--- src/rtl/fetch_queue.sv ---
// Instruction fetch front end: issues sequential PCs to a variable-latency memory,
// queues returned words with their PCs and hands them to decode over valid/ready.
module fetch_queue #(
    parameter int          DEPTH    = 4,
    parameter logic [15:0] PC_RESET = 16'h0000
) (
    input  logic        clk,
    input  logic        rst_n,
    input  logic        redirect_valid,
    input  logic [15:0] redirect_pc,
    output logic        imem_req,
    output logic [15:0] imem_addr,
    input  logic        imem_stall,
    input  logic        imem_done,
    input  logic [15:0] imem_data,
    output logic        inst_valid,
    output logic [15:0] inst,
    output logic [15:0] inst_pc,
    output logic [15:0] inst_pc2,
    input  logic        inst_ready,
    output logic        halted
);

    localparam int AW = (DEPTH > 1) ? $clog2(DEPTH) : 1;
    localparam int CW = AW + 1;

    typedef enum logic [1:0] {FETCH, WAIT, DISCARD, HALTED} state_t;

    state_t          state, state_nxt;
    logic [15:0]     pc;
    logic [15:0]     req_pc;
    logic [15:0]     fifo_inst [DEPTH];
    logic [15:0]     fifo_pc   [DEPTH];
    logic [AW-1:0]   wr_ptr, rd_ptr;
    logic [CW-1:0]   count;
    logic [CW-1:0]   occupancy;
    logic            halt_seen;
    logic            outstanding;
    logic            accept;
    logic            push;
    logic            pop;

    assign outstanding = (state == WAIT) || (state == DISCARD);
    assign occupancy   = count + CW'(outstanding);
    assign imem_req    = (state == FETCH) && !halt_seen && (occupancy < CW'(DEPTH));
    assign imem_addr   = pc;
    assign accept      = imem_req && !imem_stall;
    // A word returning in the same cycle as a redirect belongs to the old path.
    assign push        = (state == WAIT) && imem_done && !redirect_valid;
    assign pop         = inst_valid && inst_ready;

    assign inst_valid  = (count != '0);
    assign inst        = inst_valid ? fifo_inst[rd_ptr] : 16'h0800;
    assign inst_pc     = inst_valid ? fifo_pc[rd_ptr] : 16'h0000;
    assign inst_pc2    = inst_pc + 16'd2;
    assign halted      = halt_seen && (count == '0) && !outstanding;

    always_comb begin
        state_nxt = state;
        if (redirect_valid) begin
            // Any request still in flight must have its data thrown away.
            state_nxt = ((outstanding && !imem_done) || accept) ? DISCARD : FETCH;
        end else begin
            case (state)
                FETCH:   begin
                    if (accept)
                        state_nxt = WAIT;
                    else if (halt_seen && (count == '0))
                        state_nxt = HALTED;
                end
                WAIT:    if (imem_done) state_nxt = FETCH;
                DISCARD: if (imem_done) state_nxt = FETCH;
                HALTED:  state_nxt = HALTED;
                default: state_nxt = FETCH;
            endcase
        end
    end

    always_ff @(posedge clk or negedge rst_n) begin
        if (!rst_n) begin
            state     <= FETCH;
            pc        <= PC_RESET;
            halt_seen <= 1'b0;
            wr_ptr    <= '0;
            rd_ptr    <= '0;
            count     <= '0;
        end else begin
            state <= state_nxt;
            if (redirect_valid) begin
                pc        <= {redirect_pc[15:1], 1'b0};
                halt_seen <= 1'b0;
                wr_ptr    <= '0;
                rd_ptr    <= '0;
                count     <= '0;
            end else begin
                if (accept)
                    pc <= pc + 16'd2;
                if (push && (imem_data[15:11] == 5'b00000))
                    halt_seen <= 1'b1;
                if (push)
                    wr_ptr <= wr_ptr + AW'(1);
                if (pop)
                    rd_ptr <= rd_ptr + AW'(1);
                case ({push, pop})
                    2'b10:   count <= count + CW'(1);
                    2'b01:   count <= count - CW'(1);
                    default: count <= count;
                endcase
            end
        end
    end

    // Storage only; validity is tracked entirely by count.
    always_ff @(posedge clk) begin
        if (accept)
            req_pc <= pc;
        if (push) begin
            fifo_inst[wr_ptr] <= imem_data;
            fifo_pc[wr_ptr]   <= req_pc;
        end
    end

endmodule

--- config.mk ---
export PLATFORM = sky130hd
export DESIGN_NAME = fetch_queue
export DESIGN_NICKNAME = d
export VERILOG_FILES = /design/src/rtl/fetch_queue.sv
export SDC_FILE = /design/constraint.sdc
export NUM_CORES = 1
export LEC_CHECK = 0
export CELL_PAD_IN_SITES_DETAIL_PLACEMENT = 1
export CELL_PAD_IN_SITES_GLOBAL_PLACEMENT = 1
export CORE_UTILIZATION = 49
export DETAILED_ROUTE_END_ITERATION = 10
export MAX_ROUTING_LAYER = met4
export PLACE_DENSITY_LB_ADDON = 0.05
export SLEW_MARGIN = 20
export SYNTH_ARGS = -nofsm -noshare
export SYNTH_HDL_FRONTEND = slang
export SYNTH_SLANG_ARGS = --single-unit
--- constraint.sdc ---
create_clock -name clk -period 7.4 [get_ports clk]
set_input_delay 1.85 -clock clk [delete_from_list [all_inputs] [get_ports clk]]
set_output_delay 1.85 -clock clk [all_outputs]
set_load 0.02 [all_outputs]
==> results of run 1 <==
==> worst register-to-register path: cells and delay by family (launching register included) <==
kind | cells | cell delay [ns]
fa+ha+maj | 1 | 0.37
flops | 1 | 0.39
buf+inv | 1 | 0.06
simple gates | 2 | 0.56
compound gates | 3 | 1.34
==> path summary, 6_finish.rpt <==
kind / endpoint / slack [ns]
worst min-delay path: fifo_pc[2][3] / 0.51
worst max register to register: state[0] / 4.60
worst max-delay path: inst_pc2[11] / 1.26
min in group asynchronous: imem_addr[11] / 1.80
max in group asynchronous: rd_ptr[0] / 5.32
worst min register to register: fifo_pc[2][3] / 0.51
==> metrics by stage <==
step	hold slack, ns	util
final	0.507	0.634
after global routing	0.528	0.634
after CTS	0.502	0.634
after detailed placement	0.490	0.593
after global placement	0.466	0.593
after floorplan	0.459	-
==> report_power, final <==
group,internal (mW),switching (mW)
Sequential,1.10,0.0806
Clock,0.499,0.364
Combinational,0.456,0.525
==> layout make-up <==
type	count	share of cell area
flip-flops and latches	164	0.537
clock buffers	17	0.0476
well taps	180	0.0252
repair buffers	107	0.118
clock inverters	15	0.0171
multi-input cells	265	0.250
inverters	11	0.00462
==> registers in the layout (all words and copies together) (netlist names) <==
signal and count:
wr_ptr 2, count 3, imem_addr 15, fifo_pc 60, halt_seen 1, state 2
rd_ptr 2, req_pc 15, fifo_inst 64
==> cell usage in the layout (no fill, tap or decap), types with 11 or more instances in the layout <==
master / count
and2_1: 34
clkbuf_16: 17
clkdlybuf4s50_1: 100
dfrtp_1: 23
edfxtp_1: 139
inv_1: 11
mux4_2: 22
nand2_1: 43
nand3_1: 13
nor2_1: 14
o21ai_0: 23
xnor2_1: 12
xor2_1: 18
==> metal layers <==
metal | share of wire | routed length (microns)
met3 | 0.042 | 639
met1 | 0.44 | 6790
met4 | 0.014 | 212
met5 | 0 | 0
met2 | 0.50 | 7750
==> logic make-up (layout without fill, tap and decap cells) <==
kind of cell | count (synthesis) | in the layout
buf+inv | 34 | 150
fa+ha+maj | 10 | 10
compound gates | 39 | 39
simple gates | 144 | 144
other cells | 1 | 3
mux | 39 | 39
xor+xnor | 30 | 30
flops | 164 | 164
==> metrics.txt, run 1 <==
status finished, final reports clean; Synth area leaders edfxtp_1 58%, dfrtp_1 8.7%, mux4_2 6.9%; Inserted Diodes 0; initial DRC count between 200 and 250; Cells after Synth roughly 460; Synth Area in Compound Gates 0.0314; CP endpoint kind output port; Total Power 3.03 mW; RSZ-0062 raised after global routing false; core area 14100 sq um; post-route setup TNS 0 ns; Seq/Total Area, Yosys 0.665; largest family of logic cells by synthesized area multiplexers; Avg Cell Area, Syn roughly 16 sq um; slowest stage cell, crit path inv_1; CP startpoint count[0]; vias in the first global route roughly 4500; Remaining Overflow, GRT 0; WS Path Type flip-flop to output port; RR Startpoint state[0]; Crit path max-delay family buffers and inverters; row count 43; Vias between 4000 and 5000; Post-Synth Adder-Cell Area 0.0184; Pins Over Slew Limit 0; Unique masters post-synth 43; Hold Buf Count CTS 0; CTS H-Tree Depth 4; Post-synth EDFFs 139; Worst VDD drop 0.195 mV; leading cell type by number of instances after synthesis edfxtp_1; layout cells sized above 1 0.121; met2 Use GR 0.372; Reg clk slew, reported paths about 0.06 ns; Startpoint Class flip-flop; initial antenna violation count 0; Placement Cell Area 8360 sq um; Synth-to-Final Area Change 23.8%; post-CTS resize count 0; synth cell count leaders 139 x edfxtp_1, 43 x nand2_1, 35 x and2_1; largest net degree at the start of global routing 44; area of the multi-input gates 2230 sq um; grt met3 use 0.0549; Storage cell area 4800 sq um; skew final approximately 0.0096 ns; DPL Wire Length 9.84 mm; crit-path cells nor3_1 > inv_1 > nand2_1 > inv_1 > ha_1 > nor2b_1 > o2bb2ai_2 > nand3_1 > or4_1 > a21oi_1 > clkdlybuf4s50_1; fin crit share 0.829; area leader, netlist edfxtp_1; max-cap violation count 0; clock latency on the worst-skew pair around 0.42 ns; Synth async-reset ratio 0.152; die width ~120 microns; Place WS roughly 1.6 ns; mux share of post-synthesis cell area 0.116; fill cell count about 1300; # clock sinks 164; NumNets Final approximately 610; drt drc 0; pwr/cell area 339 nW/um^2; slew at the pin closest to its max-slew limit approximately 1 ns; Mapped Area 7210 sq um; post-synth top area share 0.579; post-synthesis xor/xnor area fraction 0.0364; highest net fanout along the worst path 32; Peak Freq 0.163 GHz; setup violators final 0; Die ar. roughly 15000 sq um; Die H around 120 microns; detailed-route wire length 15.4 mm; TritonRoute pass-1 iters 4; drt wl/cell about 20 microns; CTS tree built; Largest stage delay, worst path 0.71 ns; ys flop type edfxtp_1; Crit. path cell count 11; Rel. slew slack 0.338; worst hold path cell count 0; DRT antenna net count 0; GR peak layer met2; gr usage total 0.227; simple-gate share of the synthesized area 0.106; WP buf/inv 3; Port Buffers 100; DR vias/cell roughly 5.6; Final WS setup approximately 1.3 ns; Finished Cell Area about 8900 sq um; min cycle time layout 6.14 ns; Placer Congestion slightly below 0.8; Yosys warning count 0; WP data required between 5 and 6 ns; Post-CTS Setup Bufs 0; CP dominant cell by count inv_1; Root Buffer clkbuf_16; # IOs 105; Initial Utilization 0.512; Worst Hold Class flip-flop to flip-flop; Leakage roughly 3 nW; M1 GR Usage 0.281; min-delay src req_pc[3]; cts bufs inserted 17; Crit path arrival time 4.29 ns; Layout Cells excl Fill ~760; first-pass GRT wire length ~24 mm; flops & latches, synth roughly 160; Final Hold Viols 0; placed insts ~730; reg2reg path depth 7; clk buf depth 2
No activity file was read; power rests on OpenSTA's default activity.
==> run 2, diff against run 1 <==
- CORE_UTILIZATION: 49 -> 41
- clock period: 7.4 -> 5.4 ns (I/O delays scaled with it)
==> run 2 against run 1 <==
Compared with the run above:
- largest cell class unchanged
- first-iteration DRC count is 17% higher
- global-route usage is 4.1 points lower
- non-clock buffer count is 4 higher
- final cell count is 6.5% higher
- flip-flop and latch count stayed put
- setup slack worse by 0.88 ns
==> metrics.txt, run 2 (synthesized netlist as in run 1, its figures left out) <==
status finished, final reports clean; slowest stage cell, crit path clkdlybuf4s50_1; Leakage 3.13 nW (+1.8%); Worst VDD drop 0.250 mV (+28%); fin crit share 0.929; row count 48 (+12%); DPL Wire Length 10.0 mm (+2.1%); DR vias/cell 5.20 (-6.4%); WP data required 4.05 ns (-1.50 ns); Port Buffers 100 (unchanged); Initial Utilization 0.419 (-0.0933); gr usage total 0.186 (-0.0412); hold endpoint fifo_pc[1][14]; Die H 135 microns (+9.2%); CP endpoint kind output port; Pins Over Slew Limit 0 (unchanged); skew final 0.0129 ns (+0.00335 ns); NumNets Final 618 (+0.65%); largest net degree at the start of global routing 40 (-9.1%); Crit path max-delay family simple AND/OR/NAND/NOR gates; slew at the pin closest to its max-slew limit 0.937 ns (-0.0557 ns); most flop-heavy register fifo_inst; setup violators final 0 (unchanged); initial antenna violation count 0 (unchanged); Rel. slew slack 0.376 (+0.0371); Inserted Diodes 0 (unchanged); min cycle time layout 5.01 ns; die width 135 microns (+9.2%); Placement Cell Area 8440 sq um (+1.0%); worst hold path cell count 0 (unchanged); WHS 0.498 ns (-0.00891 ns); Root Buffer clkbuf_16; Crit path arrival time 3.66 ns (-0.63 ns); Placer Congestion 0.767 (-1.0%); # IOs 105 (unchanged); post-CTS resize count 0 (unchanged); Final Hold Viols 0 (unchanged); min-delay src req_pc[14]; RSZ-0062 raised after global routing false; clk buf depth 2 (unchanged); Startpoint Class flip-flop; placed insts 776 (+6.7%); DRT antenna net count 0 (unchanged); highest net fanout along the worst path 7 (-78%); Post-CTS Setup Bufs 0 (unchanged); Hold Buf Count CTS 0 (unchanged); crit-path cells mux4_1 > nand2_1 > inv_1 > ha_1 > nor2b_1 > o2bb2ai_2 > nand3_1 > or4_1 > a21oi_1 > clkdlybuf4s50_1; Worst Hold Class flip-flop to flip-flop; CTS tree built; TritonRoute pass-1 iters 4 (unchanged); drt wl/cell 19.0 microns (-6.5%); max-cap violation count 0 (unchanged); Reg2Reg Setup Slack 2.59 ns (-2.01 ns); Peak Freq ~0.2 GHz; max reg flops 64 (unchanged); RR Endpoint state[0]; WS Path Type flip-flop to output port; CTS H-Tree Depth 4 (unchanged); pwr/cell area 475 nW/um^2 (+40%); first-pass GRT wire length 24.3 mm (about the same); # clock sinks 164 (unchanged); commonest non-fill, non-tap cell in the layout edfxtp_1; Crit. path cell count 10 (-1); reg2reg path depth 7 (unchanged); RR Startpoint state[0]; core area 17200 sq um (+22%); Layout Cells excl Fill 808 (+6.5%); most frequent cells in the layout 139 x edfxtp_1, 100 x clkdlybuf4s50_1, 43 x nand2_1, 34 x and2_1; Finished Cell Area 9100 sq um (+1.9%); layout cells sized above 1 0.129 (+0.00775); detailed-route wire length 15.3 mm (-0.47%); Die ar. 18100 sq um (+19%); post-route setup TNS 0 ns (unchanged); drt drc 0 (unchanged); initial DRC count 270 (+17%); Synth-to-Final Area Change 26.2%; biggest regs fifo_inst (64), fifo_pc (60); Vias 4203 (-0.31%); clock latency on the worst-skew pair 0.42 ns (about the same); WP buf/inv 2 (-1); Largest stage delay, worst path 0.63 ns (-0.08 ns); cts bufs inserted 17 (unchanged); Remaining Overflow, GRT 0 (unchanged); vias in the first global route 4552 (+2.2%); Reg clk slew, reported paths 0.06 ns (about the same)
run 2: cell types whose count changed in the layout (fill, tap and decap cells not counted), sizes merged:
cell      change
buf           +4
bufinv        +4
clkbuf        +1
clkinv        -3
clkinvlp      +2
inv           -4
run 2: layout make-up:
type                            instances  area, sq um
Clock inverter                         14          233
Tap cell                              225          282
Fill cell                            1662         8130
Multi-Input combinational cell        265         2230
Sequential cell                       164         4800
Timing Repair Buffer                  111         1080
Clock buffer                           18          429
Inverter                               11         41.3
run 2: worst max-delay path by stage:
stage,from,to,slack [ns]
after detailed placement,rd_ptr[0],inst_pc2[11],0.81
after global placement,rd_ptr[0],inst_pc2[11],0.84
final,rd_ptr[0],inst_pc2[11],0.39
after floorplan,count[0],inst_pc2[11],1.01
after global routing,rd_ptr[0],inst_pc2[11],0.12
after CTS,rd_ptr[0],inst_pc2[11],0.35
run 2: power by group:
group / total [mW] / switching, mW / internal (mW)
combinational: 1.39 / 0.756 / 0.635
clock: 1.34 / 0.476 / 0.865
sequential: 1.60 / 0.0870 / 1.51
total: 4.33 / 1.32 / 3.01
run 2: per-stage QoR:
step | worst slack, ns | utilization | power [mW]
floorplan | 1.01 | - | 2.46
global placement | 0.842 | 0.490 | 3.01
detailed placement | 0.809 | 0.490 | 3.03
CTS | 0.347 | 0.528 | 4.38
global route | 0.115 | 0.528 | 4.53
finish | 0.385 | 0.528 | 4.33
run 2: layer usage:
layer  global-route usage  wire (microns)  vias to the layer above
met1                0.236            7140                     2139
met2                0.303            7540                      101
li1                     -               -                     1954
met3               0.0394             539                        9
met4               0.0506             103                        0
met5                    -               0                        -
==> run 3, diff against run 2 <==
- CORE_ASPECT_RATIO: default -> 0.8
- CORE_MARGIN: default -> 3
- GPL_TIMING_DRIVEN: default -> 0
==> run 3 against run 2 <==
Compared with the run above:
- worst hold slack gained 0.0077 ns
- combinational power up 5%
- sequential share of layout area decreased by 0.87 points
- fmax shrank 0.76%
- via count increased by 2.1%
- final area is 1.6% higher
- clock skew decreased by 0.0019 ns
- final cell count is 1.2% higher
- non-clock buffer count up 15
- setup slack got worse by 0.038 ns
- utilization is 2.0 points higher
- clock power decreased by 4%
- critical path type unchanged
==> metrics.txt, run 3 (synthesized netlist as in run 1, its figures left out) <==
Remaining Overflow, GRT 0 (unchanged); status finished, final reports clean; initial antenna violation count 0 (unchanged); Pins Over Slew Limit 0 (unchanged); Crit path arrival time 3.70 ns (+0.04 ns); sequential fraction of design power 0.368 (about the same); TritonRoute pass-1 iters 4 (unchanged); CP endpoint kind output port; Placer Congestion 0.764 (-0.29%); grt met3 use 0.0410 (+0.00157); commonest non-fill, non-tap cell in the layout edfxtp_1; NumNets Final 633 (+2.4%); fin crit share 0.936 (+0.00709); CP dominant cell by count clkbuf_4; slowest stage cell, crit path clkdlybuf4s50_1; Startpoint Class flip-flop; pwr/cell area 468 nW/um^2 (-1.6%); Reg clk slew, reported paths 0.07 ns (about the same); Worst Hold Class flip-flop to flip-flop; Net Sw Frac 0.317 (+0.0124); Gate power share 0.337 (+0.016); Root Buffer clkbuf_16; met2 Use GR 0.283 (-0.0204); DR vias/cell 5.25 (+0.87%); Synth-to-Final Area Change 28.3%; Total Power 4.33 mW (about the same); Die H 125 microns (-7.4%); Crit path max-delay family buffers and inverters; largest net degree at the start of global routing 26 (-35%); DPL Wire Length 11.7 mm (+16%); Largest stage delay, worst path 0.63 ns (about the same); Initial Utilization 0.428 (+0.00913); min cycle time layout 5.05 ns (+0.0383 ns); vias in the first global route 4734 (+4.0%); WP data required 4.05 ns (about the same); max reg flops 64 (unchanged); core area 16900 sq um (-2.1%); GR peak layer met2; RSZ-0062 raised after global routing false; post-route setup TNS 0 ns (unchanged); Place WS -0.138 ns (-0.947 ns); initial DRC count 264 (-2.2%); Vias 4292 (+2.1%); Peak Freq 0.198 GHz (-0.76%); gr usage total 0.183 (-0.00318); Post-CTS Setup Bufs 0 (unchanged); drt drc 0 (unchanged); setup violators final 0 (unchanged); most flop-heavy register fifo_inst; CTS H-Tree Depth 4 (unchanged); switching power 1.37 mW (+4.1%); row count 42 (-13%); DRT antenna net count 0 (unchanged); clock network power share 0.295 (-0.015); most frequent cells in the layout 139 x edfxtp_1, 97 x clkdlybuf4s50_1, 43 x nand2_1, 31 x and2_1, 24 x dfrtp_1; skew final 0.0110 ns (-0.00189 ns); clk buf depth 2 (unchanged); slew at the pin closest to its max-slew limit 0.639 ns (-0.297 ns); highest net fanout along the worst path 10 (+3); Die ar. 19200 sq um (+6.1%); fill cell count 1610 (-3.1%); # clock sinks 164 (unchanged); Rel. slew slack 0.569 (+0.194); WS Path Type flip-flop to output port; clock latency on the worst-skew pair 0.42 ns (about the same); Final Hold Viols 0 (unchanged); crit-path cells nor3_2 > inv_1 > clkbuf_4 > clkbuf_4 > and2_1 > ha_1 > nor2b_1 > o2bb2ai_2 > nand3_2 > or3_1 > a21oi_1 > clkdlybuf4s50_1; Port Buffers 99 (-1.0%); cts bufs inserted 17 (unchanged); max-cap violation count 0 (unchanged); post-CTS resize count 5 (+5); CTS tree built; Int Pwr 2.96 mW (-1.8%); Inserted Diodes 0 (unchanged); Hold Buf Count CTS 0 (unchanged); biggest regs fifo_inst (64), fifo_pc (60); Final WS setup 0.347 ns (-0.0383 ns); layout cells sized above 1 0.151 (+0.0219); # IOs 105 (unchanged); drt wl/cell 20.1 microns (+5.8%); Reg2Reg Setup Slack 2.73 ns (+0.14 ns); Leakage 3.21 nW (+2.7%); WP buf/inv 4 (+2); die width 154 microns (+15%); Layout Cells excl Fill 818 (+1.2%); placed insts 786 (+1.3%); detailed-route wire length 16.4 mm (+7.1%); first-pass GRT wire length 26.3 mm (+8.6%); M1 GR Usage 0.252 (+0.0160); Worst VDD drop 0.230 mV (-8.3%)
[run 3: cell count changes in the layout (fill, tap and decap cells not counted), sizes merged, moves of 2 or more]
cell | before | now
bufinv | 6 | 4
inv | 12 | 14
clkbuf | 18 | 26
buf | 11 | 19
clkdlybuf4s50 | 100 | 97
[run 3: area by class of cell]
class	count	area, sq um	area share
tap	220	275	0.0297
clock inverter	15	204	0.0220
inverter	11	41.3	0.00446
sequential	164	4800	0.519
multi-input combinational	265	2250	0.244
clock buffer	17	425	0.0460
buffer	23	155	0.0168
timing repair buffer	103	1100	0.119
[run 3: per-stage QoR]
stage | utilization | hold slack, ns | cell area, sq um
floorplan | - | 0.459 | 7220
global placement | 0.503 | 0.472 | 8490
detailed placement | 0.510 | 0.488 | 8600
CTS | 0.548 | 0.508 | 9240
global route | 0.549 | 0.534 | 9260
finish | 0.549 | 0.506 | 9260
[run 3: worst paths after layout]
path | start | endpoint | cells after the start
setup / recovery | count[1] | inst_pc2[9] | 12
hold / removal | req_pc[3] | fifo_pc[2][3] | 0
setup reg to reg | count[0] | count[2] | 11
hold reg to reg | req_pc[3] | fifo_pc[2][3] | 0
max in group asynchronous | rst_n | count[0] | 1
min in group asynchronous | rst_n | imem_addr[11] | 1
[run 3: power groups by stage]
stage,clock network [mW],logic [mW],registers (mW)
floorplan,0,0.859,1.60
CTS,1.30,1.48,1.59
finish,1.28,1.46,1.59
global placement,0,1.44,1.61
detailed placement,0,1.47,1.62
global route,1.36,1.57,1.61
[run 3: routing by layer]
layer / share of wire / up-vias
met1: 0.48 / 2182
met5: 0 / -
met3: 0.040 / 6
met4: 0.0059 / 0
met2: 0.47 / 104
li1: - / 2000
